`src/rtl/comma_align_ctrl.sv`:
```
// Comma alignment controller: finds K28.5 in a raw 10b stream, locks onto its bit offset
// and emits realigned symbols once three in-phase commas have been seen.
module comma_align_ctrl #(
    parameter int unsigned MAX_GAP = 1023
) (
    input  logic       clk,
    input  logic       reset,
    input  logic [9:0] in_10b,
    input  logic       in_valid,
    output logic [9:0] aligned_10b,
    output logic       aligned_valid,
    output logic       is_k,
    output logic       sync_ok,
    output logic [3:0] lock_off,
    output logic [1:0] dbg_state_o,
    output logic [1:0] dbg_err_cnt_o
);
    localparam logic [9:0] K28_5_RDN = 10'b0011111010;
    localparam logic [9:0] K28_5_RDP = 10'b1100000101;
    localparam logic [9:0] GAP_LIMIT = 10'(MAX_GAP);

    typedef enum logic [1:0] {
        ST_LOS  = 2'd0,
        ST_ACQ1 = 2'd1,
        ST_ACQ2 = 2'd2,
        ST_SYNC = 2'd3
    } state_e;

    state_e     state_q, state_d;
    logic [9:0] prev_word_q;
    logic [3:0] lock_off_q, lock_off_d;
    logic [1:0] err_cnt_q, err_cnt_d;
    logic [9:0] gap_cnt_q, gap_cnt_d;
    logic [9:0] aligned_q, aligned_d;
    logic       aligned_valid_q, aligned_valid_d;
    logic       is_k_q, is_k_d;
    logic       sync_ok_q, sync_ok_d;

    logic [19:0] window;
    logic [9:0]  slices [10];
    logic        comma_hit;
    logic [3:0]  hit_off;
    logic        in_phase;
    logic [9:0]  gap_inc;

    function automatic logic is_comma(input logic [9:0] s);
        return (s == K28_5_RDN) || (s == K28_5_RDP);
    endfunction

    // Descending scan so the lowest matching offset wins.
    always_comb begin
        window    = {prev_word_q, in_10b};
        comma_hit = 1'b0;
        hit_off   = '0;
        for (int k = 9; k >= 0; k--) begin
            slices[k] = window[k +: 10];
            if (is_comma(window[k +: 10])) begin
                comma_hit = 1'b1;
                hit_off   = 4'(k);
            end
        end
    end

    assign in_phase = comma_hit && (hit_off == lock_off_q);
    assign gap_inc  = gap_cnt_q + 10'd1;

    always_ff @(posedge clk) begin
        if (reset) begin
            state_q         <= ST_LOS;
            prev_word_q     <= '0;
            lock_off_q      <= '0;
            err_cnt_q       <= '0;
            gap_cnt_q       <= '0;
            aligned_q       <= '0;
            aligned_valid_q <= 1'b0;
            is_k_q          <= 1'b0;
            sync_ok_q       <= 1'b0;
        end else begin
            state_q         <= state_d;
            lock_off_q      <= lock_off_d;
            err_cnt_q       <= err_cnt_d;
            gap_cnt_q       <= gap_cnt_d;
            aligned_q       <= aligned_d;
            aligned_valid_q <= aligned_valid_d;
            is_k_q          <= is_k_d;
            sync_ok_q       <= sync_ok_d;
            if (in_valid) begin
                prev_word_q <= in_10b;
            end
        end
    end

    // Nothing advances without in_valid; the gap timeout overrides any comma decision.
    always_comb begin
        state_d    = state_q;
        lock_off_d = lock_off_q;
        err_cnt_d  = err_cnt_q;
        gap_cnt_d  = gap_cnt_q;
        if (in_valid) begin
            case (state_q)
                ST_LOS: begin
                    if (comma_hit) begin
                        lock_off_d = hit_off;
                        state_d    = ST_ACQ1;
                    end
                end
                ST_ACQ1: begin
                    if (in_phase) begin
                        state_d = ST_ACQ2;
                    end else if (comma_hit) begin
                        lock_off_d = hit_off;
                    end
                end
                ST_ACQ2: begin
                    if (in_phase) begin
                        state_d = ST_SYNC;
                    end else if (comma_hit) begin
                        lock_off_d = hit_off;
                        state_d    = ST_ACQ1;
                    end
                end
                ST_SYNC: begin
                    if (in_phase) begin
                        err_cnt_d = '0;
                    end else if (comma_hit) begin
                        if (err_cnt_q == 2'd3) begin
                            state_d = ST_LOS;
                        end else begin
                            err_cnt_d = err_cnt_q + 2'd1;
                        end
                    end
                end
                default: state_d = ST_LOS;
            endcase
            if (state_q != ST_LOS) begin
                if (in_phase) begin
                    gap_cnt_d = '0;
                end else begin
                    gap_cnt_d = gap_inc;
                    if (gap_inc >= GAP_LIMIT) begin
                        state_d = ST_LOS;
                    end
                end
            end
            if (state_d == ST_LOS) begin
                err_cnt_d = '0;
                gap_cnt_d = '0;
            end
        end
    end

    // in_valid qualifies in_10b for one cycle; aligned_valid qualifies aligned_10b one cycle later.
    always_comb begin
        aligned_d       = aligned_q;
        is_k_d          = is_k_q;
        aligned_valid_d = 1'b0;
        sync_ok_d       = (state_d == ST_SYNC);
        if (in_valid) begin
            aligned_d       = slices[lock_off_d];
            is_k_d          = is_comma(slices[lock_off_d]);
            aligned_valid_d = (state_d == ST_SYNC);
        end
    end

    assign aligned_10b   = aligned_q;
    assign aligned_valid = aligned_valid_q;
    assign is_k          = is_k_q;
    assign sync_ok       = sync_ok_q;
    assign lock_off      = lock_off_q;
    assign dbg_state_o   = state_q;
    assign dbg_err_cnt_o = err_cnt_q;

endmodule
```
`config.mk`:
```
export PLATFORM = sky130hd
export DESIGN_NAME = comma_align_ctrl
export DESIGN_NICKNAME = d
export VERILOG_FILES = /design/src/rtl/comma_align_ctrl.sv
export SDC_FILE = /design/constraint.sdc
export NUM_CORES = 1
export LEC_CHECK = 0
export CAP_MARGIN = 20
export CORE_MARGIN = 8
export CORE_UTILIZATION = 40
export DETAILED_ROUTE_END_ITERATION = 7
export GPL_TIMING_DRIVEN = 0
export HOLD_SLACK_MARGIN = 0.1
export PLACE_DENSITY_LB_ADDON = 0.05
export SYNTH_ARGS = -nofsm -noshare
export SYNTH_HDL_FRONTEND = slang
export SYNTH_SLANG_ARGS = --single-unit
```
`constraint.sdc`:
```
create_clock -name clk -period 5.2 [get_ports clk]
set_input_delay 0.52 -clock clk [delete_from_list [all_inputs] [get_ports clk]]
set_output_delay 0.52 -clock clk [all_outputs]
set_load 0.02 [all_outputs]
```
Word level (Yosys, flattened, before mapping)
Index checks and enable logic that the tools add are counted.

Register bits: 40. Output and inout port bits: 21. Word-level logic and storage cells: 113.

Add/sub/neg operators: 2. Magnitude comparators: 2. Equality and inequality tests: 29. Muxes and demuxes: 47. Bitwise operators: 2. Reductions and logical operators: 22.

Operators with widths (number): == test 10 bit (second input constant) (11); == test 10 x 8 -> 1 bit (second input constant) (11); 2-to-1 mux 4 bit (13); 2-to-1 mux 10 bit (5); binary-select mux 10 bit (select 4 bit) (1); 2-to-1 mux 2 bit (16); logical OR 1 bit (11); adder 10 x 1 -> 10 bit (second input constant) (1); greater-or-equal comparator 10 bit (second input constant) (1); 2-to-1 mux 1 bit (10); == test 2 bit (second input constant) (4); case mux 2 bit (4 select lines) (1); case mux 4 bit (2 select lines) (1); nonzero test 2 bit (3); greater-or-equal comparator 5 bit (second input constant) (1); NOT 4 -> 5 bit (1); == test 4 bit (1); logical NOT 2 bit (2); AND reduction 4 bit (1); OR reduction 2 bit (2); != test 3 x 2 -> 1 bit (second input constant) (1); nonzero test 3 bit (1); adder 2 x 1 -> 2 bit (second input constant) (1); == test 2 x 1 -> 1 bit (second input constant) (1); other kinds (3) (3).

Depth between registers and ports, before layout
Word-level depth: 23. Mapped depth: 17. Depth with buffers taken out: 14.

Least setup slack after synthesis
No wires, ideal clock.

Path kind: input to register. From: in in_10b[9]. To: reg is_k_q, in the netlist is_k. Setup time: 0.095 ns. Arrival: 3.898 ns. Data required time: 5.105 ns. Path slack: 1.207 ns. Stages: 15. Path buffers: 2. Cells stage by stage: buf_2 -> or4b_4 -> or4_4 -> and4_4 -> nand3_2 -> nand3b_4 -> nand2_2 -> nand2_4 -> a221oi_4 -> buf_6 -> mux2_2 -> a22oi_2 -> nand2_1 -> or4_1 -> o311ai_1.

Cells in the longest elaborated chain, start to end: 23. Elaborated cells on any way between the ends: 63. Classes of those cells: 23 x eq/ne; 27 x mux; 1 x bitwise; 12 x reduce/logical.

RTL lines: start: declaration (line 8) `input logic [9:0] in_10b,`; == test 10 x 8 -> 1 bit or == test 10 bit (tied branches) (line 47) `return (s == K28_5_RDN) || (s == K28_5_RDP);`; logical OR 1 bit (line 47); 2-to-1 mux 4 bit (10 in series) (line 57) `if (is_comma(window[k +: 10])) begin`; == test 4 bit (line 64) `assign in_phase = comma_hit && (hit_off == lock_off_q);`; logical AND 1 bit (line 64); 2-to-1 mux 4 bit (line 108) `if (in_phase) begin`; case mux 4 bit (2 select lines) (line 100) `case (state_q)`; 2-to-1 mux 4 bit (line 99) `if (in_valid) begin`; NOT 4 -> 5 bit (not written as such) (line 160) `is_k_d = is_comma(slices[lock_off_d]);`; binary-select mux 10 bit (select 4 bit) (*) (line 160); 2-to-1 mux 10 bit (not written as such) (*) (2 in series) (line 160); == test 10 x 8 -> 1 bit or == test 10 bit (tied branches) (line 47); logical OR 1 bit (*) (line 47); end signal: assignment (line 85) `is_k_q <= is_k_d;`; end: declaration (line 36) `logic is_k_q, is_k_d;`.

Mark *: on every way between the ends. The rest lies on a longest branch, timed or not. The select of a mux whose other input is x is not followed. A chain may end at the register's enable or synchronous reset.

Worst setup path in the final report
From: in in_10b[6]. To: reg is_k_q, in the netlist is_k.

Cells in the longest elaborated chain, start to end: 20. Elaborated cells on any way between the ends: 48. Classes of those cells: 17 x eq/ne; 21 x mux; 1 x bitwise; 9 x reduce/logical.

RTL lines (line): == test 10 x 8 -> 1 bit or == test 10 bit (tied branches) (47); logical OR 1 bit (47); 2-to-1 mux 4 bit (7 in series) (57); == test 4 bit (64); logical AND 1 bit (64); 2-to-1 mux 4 bit (108); case mux 4 bit (2 select lines) (100); 2-to-1 mux 4 bit (99); NOT 4 -> 5 bit (not written as such) (160); binary-select mux 10 bit (select 4 bit) (*) (160); 2-to-1 mux 10 bit (not written as such) (*) (2 in series) (160); == test 10 x 8 -> 1 bit or == test 10 bit (tied branches) (47); logical OR 1 bit (*) (47).

Marks and branches as above.

==> summary.txt <==
Detailed routing
  – Routed Wire Length: 9970 microns
  – Post-route DRC violation count: 0
  – Remaining antenna violation count after routing: 0
  – Vias: 3359
  – Via-to-Cell Ratio: 5.84
  – Number of iterations in the first detailed-routing pass: 4
  – Number of design-rule violations left by the first detailed-router iteration: 165
  – Post-DR wirelength/cell: 17.3 microns

Hold path
  – Hold path startpoint: dbg_err_cnt_o[1]
  – Min-Delay Path Class: flip-flop to flip-flop

Yosys
  – Yosys cell types: 78
  – FFs w/ async S/R, synth: 0%
  – Synth warnings: 0
  – Count of mapped cells out of synthesis: 430
  – Per-instance average area after synthesis: 8.03 sq um
  – Post-synth net total: 450
  – Cell area after synthesis: 3450 sq um
  – Number of enable flip-flop cells after synthesis: 0
  – Most common flop cell mapped by yosys: sky130_fd_sc_hd__dfxtp_1
  – Yosys reg bits: 40
  – Share of the yosys chip area belonging to registers: 23.2%

Place
  – Cell Count Post-Placement: 567
  – Port bufs: 29
  – Setup slack after placement: 137 ps
  – Routability congestion estimate: 0.846
  – Cell Area, Placed: 3880 sq um
  – Half-perimeter wire length after placement: 7570 microns

Job
  – Maximum Capacitance Violations: 0

Die
  – Floorplan die area: 11900 sq um
  – Die Y-Extent: 109 microns
  – Initial Utilization: 40.4%
  – Top Ports: 34
  – Number of rows in the core area: 34
  – Core region area: 8550 sq um
  – Die W: 109 microns

Pwr
  – Static power due to leakage: 1.51 nW
  – Overall power consumption: 0.000742 W
  – Cell area power density: 186 nW/um^2
  – Peak supply drop: 0.144 mV

Global routing
  – Number of antenna violations at the first check in global routing: 0
  – Wire length of the first global-routing pass: 16500 microns
  – Overflow after GRT: 0
  – Layer carrying the most global-route usage: met2
  – Global-route met2 utilization: 27.4%
  – Number of global-route vias before repair: 3168
  – Global-route usage over all layers: 17.1%
  – Pin count of the biggest net entering global routing: 14
  – Met3 Track Usage GR: 2.60%
  – GR Util met1: 23.8%

Finish
  – Filler instances: 890
  – Total number of nets in the final design: 486
  – Post-route cell area: 3990 sq um
  – Final antenna diode count: 0
  – Number of standard cells in the layout, taps in and fillers out: 575
  – Share of final-layout standard cells stronger than drive strength 1: 10.5%
  – Area added between synthesis and finish: 15.5%

Setup path
  – Start-to-end type of the worst setup path: primary input to flip-flop
  – RR Startpoint: prev_word_q[0]
  – Worst Path Required: 5420 ps
  – Setup crit end kind: flip-flop
  – Arrival @ worst endpoint: 5050 ps
  – Critical Path Source: in_10b[6]
  – Critical-path maximum fanout: 10
  – Type of element launching the critical path: primary input

Status
  – Run status: complete, no violations

Timing
  – Setup repair after global routing missed its margin: false
  – Post-route setup slack: 366 ps
  – Final count of negative-setup-slack endpoints: 0
  – Worst Max-Slew Pin Slew: 949 ps
  – Final period utilization: 93.0%
  – Clk_skew: 10.3 ps
  – Total count of max-transition violations in the final report: 0
  – Setup Total Neg Slack: 0 ps
  – Period minus WS final: 4830 ps
  – Headroom to the max-slew limit: 35.9%
  – Hold Vio Cnt, Final: 0
  – Top achievable clock speed: 0.207 GHz

Clock tree
  – Number of H-tree levels: 2
  – Bufs on Longest Clock Path: 2
  – Worst skew pair latency: 300 ps
  – Number of instances resized during post-cts repair: 0
  – Number of post-CTS setup repair buffers: 0
  – Reg clk slew, reported paths: 90 ps
  – Clock tree from TritonCTS: done
  – Hold bufs inserted after CTS: 0
  – Cell chosen for the clock root: sky130_fd_sc_hd__clkbuf_8
  – Total clock buffers created by CTS: 5
  – Clk sink count: 40
[critical path, cell delays in order]
cell and delay (ps):
sky130_fd_sc_hd__clkdlybuf4s50_1 500, sky130_fd_sc_hd__buf_2 250, sky130_fd_sc_hd__nand4b_1 190, sky130_fd_sc_hd__o41ai_1 870, sky130_fd_sc_hd__or4_1 210, sky130_fd_sc_hd__buf_2 180, sky130_fd_sc_hd__nor2_1 70, sky130_fd_sc_hd__a21o_1 180
sky130_fd_sc_hd__a32o_1 220, sky130_fd_sc_hd__a221oi_4 450, sky130_fd_sc_hd__buf_6 230, sky130_fd_sc_hd__a21oi_1 50, sky130_fd_sc_hd__a31oi_1 350, sky130_fd_sc_hd__nand4b_1 150, sky130_fd_sc_hd__or4_1 560, sky130_fd_sc_hd__o311ai_1 80
[Yosys cell counts, types with 4 or more instances]
| library cell | count | area share, % |
|---|---|---|
| sky130_fd_sc_hd__or4_1 | 5 | 1.1 |
| sky130_fd_sc_hd__nand3b_1 | 5 | 1.1 |
| sky130_fd_sc_hd__o31ai_1 | 6 | 1.3 |
| sky130_fd_sc_hd__nand4b_1 | 11 | 2.8 |
| sky130_fd_sc_hd__buf_2 | 13 | 1.9 |
| sky130_fd_sc_hd__clkbuf_1 | 13 | 1.4 |
| sky130_fd_sc_hd__and2_1 | 6 | 1.1 |
| sky130_fd_sc_hd__nor2b_1 | 5 | 0.91 |
| sky130_fd_sc_hd__xor2_1 | 6 | 1.5 |
| sky130_fd_sc_hd__inv_1 | 8 | 0.87 |
| sky130_fd_sc_hd__nor3_1 | 11 | 1.6 |
| sky130_fd_sc_hd__o41ai_1 | 5 | 1.3 |
| sky130_fd_sc_hd__dfxtp_1 | 40 | 23 |
| sky130_fd_sc_hd__o21ai_0 | 8 | 1.2 |
| sky130_fd_sc_hd__nand4_1 | 8 | 1.4 |
| sky130_fd_sc_hd__nor4_1 | 7 | 1.3 |
| sky130_fd_sc_hd__buf_6 | 4 | 1.3 |
| sky130_fd_sc_hd__mux2i_1 | 41 | 12 |
| sky130_fd_sc_hd__a211oi_1 | 9 | 2.0 |
| sky130_fd_sc_hd__nand3_1 | 8 | 1.2 |
| sky130_fd_sc_hd__a21oi_1 | 14 | 2.0 |
| sky130_fd_sc_hd__a31oi_1 | 6 | 1.1 |
| sky130_fd_sc_hd__nor2_1 | 46 | 5.0 |
| sky130_fd_sc_hd__nor4bb_1 | 6 | 1.7 |
| sky130_fd_sc_hd__ha_1 | 7 | 2.5 |
| sky130_fd_sc_hd__nand2_1 | 39 | 4.2 |
| sky130_fd_sc_hd__nand2b_1 | 10 | 1.8 |
| sky130_fd_sc_hd__buf_1 | 4 | 0.43 |
[flip-flops by register name, indices dropped and copies added, names as in the netlist]
signal	cells
dbg_state_o	2
lock_off	4
is_k	1
aligned_valid	1
aligned_10b	10
gap_cnt_q	10
prev_word_q	9
sync_ok	1
dbg_err_cnt_o	2
[path summary, 6_finish.rpt]
| path | to | slack [ps] | cells after the start |
|---|---|---|---|
| worst max-delay path | is_k | 370 | 16 |
| worst min-delay path | dbg_err_cnt_o[1] | 490 | 2 |
| worst max register to register | is_k | 910 | 16 |
| worst min register to register | dbg_err_cnt_o[1] | 490 | 2 |
[area by class of cell]
class                      count  area, sq um  share of cell area, %
tap                          108          135                   3.39
timing repair buffer          29          290                   7.27
clock buffer                   5         68.8                   1.72
inverter                       8         30.0                  0.753
buffer                        35          181                   4.55
sequential                    40          801                   20.1
clock inverter                 3         42.5                   1.07
multi-input combinational    347         2440                   61.2
[layer usage]
layer  part of all wire [%]  routed length [microns]  vias up
met3                    4.4                      439        7
li1                       -                        -     1680
met5                      0                        0        -
met2                     47                     4670       67
met4                   0.70                       70        0
met1                     48                     4800     1605
[per-stage QoR]
stage | hold slack, ps | util, %
floorplan | 472 | -
global placement | 474 | 45.4
detailed placement | 480 | 45.4
CTS | 491 | 46.7
global route | 508 | 46.7
finish | 489 | 46.7
[cell families (layout without fill, tap and decap cells)]
logic type                 count (synthesis)  count (layout)  synth area share [%]
xor gates and xnor gates                   8               8                  2.03
adders and majority gates                  7               7                  2.54
buffers and inverters                     43              80                  6.12
and+or+nand+nor                          206             206                  35.4
DFF                                       40              40                  23.2
AOI/OAI and AO/OA                         83              83                  18.1
muxes                                     43              43                  12.6
[layout by cell type (no fill, tap or decap), types with 3 or more instances in the layout]
master	instances
sky130_fd_sc_hd__a2111oi_0	3
sky130_fd_sc_hd__buf_6	4
sky130_fd_sc_hd__nor3_1	11
sky130_fd_sc_hd__or4_1	5
sky130_fd_sc_hd__o41ai_1	5
sky130_fd_sc_hd__nand4bb_1	3
sky130_fd_sc_hd__nor4bb_1	6
sky130_fd_sc_hd__o21ai_0	8
sky130_fd_sc_hd__buf_1	4
sky130_fd_sc_hd__a31oi_1	6
sky130_fd_sc_hd__dfxtp_1	40
sky130_fd_sc_hd__nand2b_1	10
sky130_fd_sc_hd__clkbuf_1	13
sky130_fd_sc_hd__or3_1	3
sky130_fd_sc_hd__clkbuf_8	5
sky130_fd_sc_hd__xor2_1	6
sky130_fd_sc_hd__nor4b_1	3
sky130_fd_sc_hd__nor2b_1	5
sky130_fd_sc_hd__and2_1	6
sky130_fd_sc_hd__inv_1	8
sky130_fd_sc_hd__mux2i_1	41
sky130_fd_sc_hd__nor2_1	46
sky130_fd_sc_hd__nor3b_1	3
sky130_fd_sc_hd__clkdlybuf4s50_1	29
sky130_fd_sc_hd__nand2_1	39
sky130_fd_sc_hd__ha_1	7
sky130_fd_sc_hd__a21oi_1	14
sky130_fd_sc_hd__o2bb2ai_1	3
sky130_fd_sc_hd__nand3b_1	5
sky130_fd_sc_hd__nand4b_1	11
sky130_fd_sc_hd__buf_2	13
sky130_fd_sc_hd__a21o_1	3
sky130_fd_sc_hd__nand4_1	8
sky130_fd_sc_hd__a211oi_1	9
sky130_fd_sc_hd__nor4_1	7
sky130_fd_sc_hd__nand3_1	8
sky130_fd_sc_hd__and4_1	3
sky130_fd_sc_hd__o31ai_1	6
[power by group]
| part | switching [W] | internal [W] |
|---|---|---|
| Combinational | 0.0000921 | 0.0000620 |
| Sequential | 0.00000886 | 0.000317 |
| Clock | 0.000120 | 0.000142 |
(Power assumes the default switching activity.)
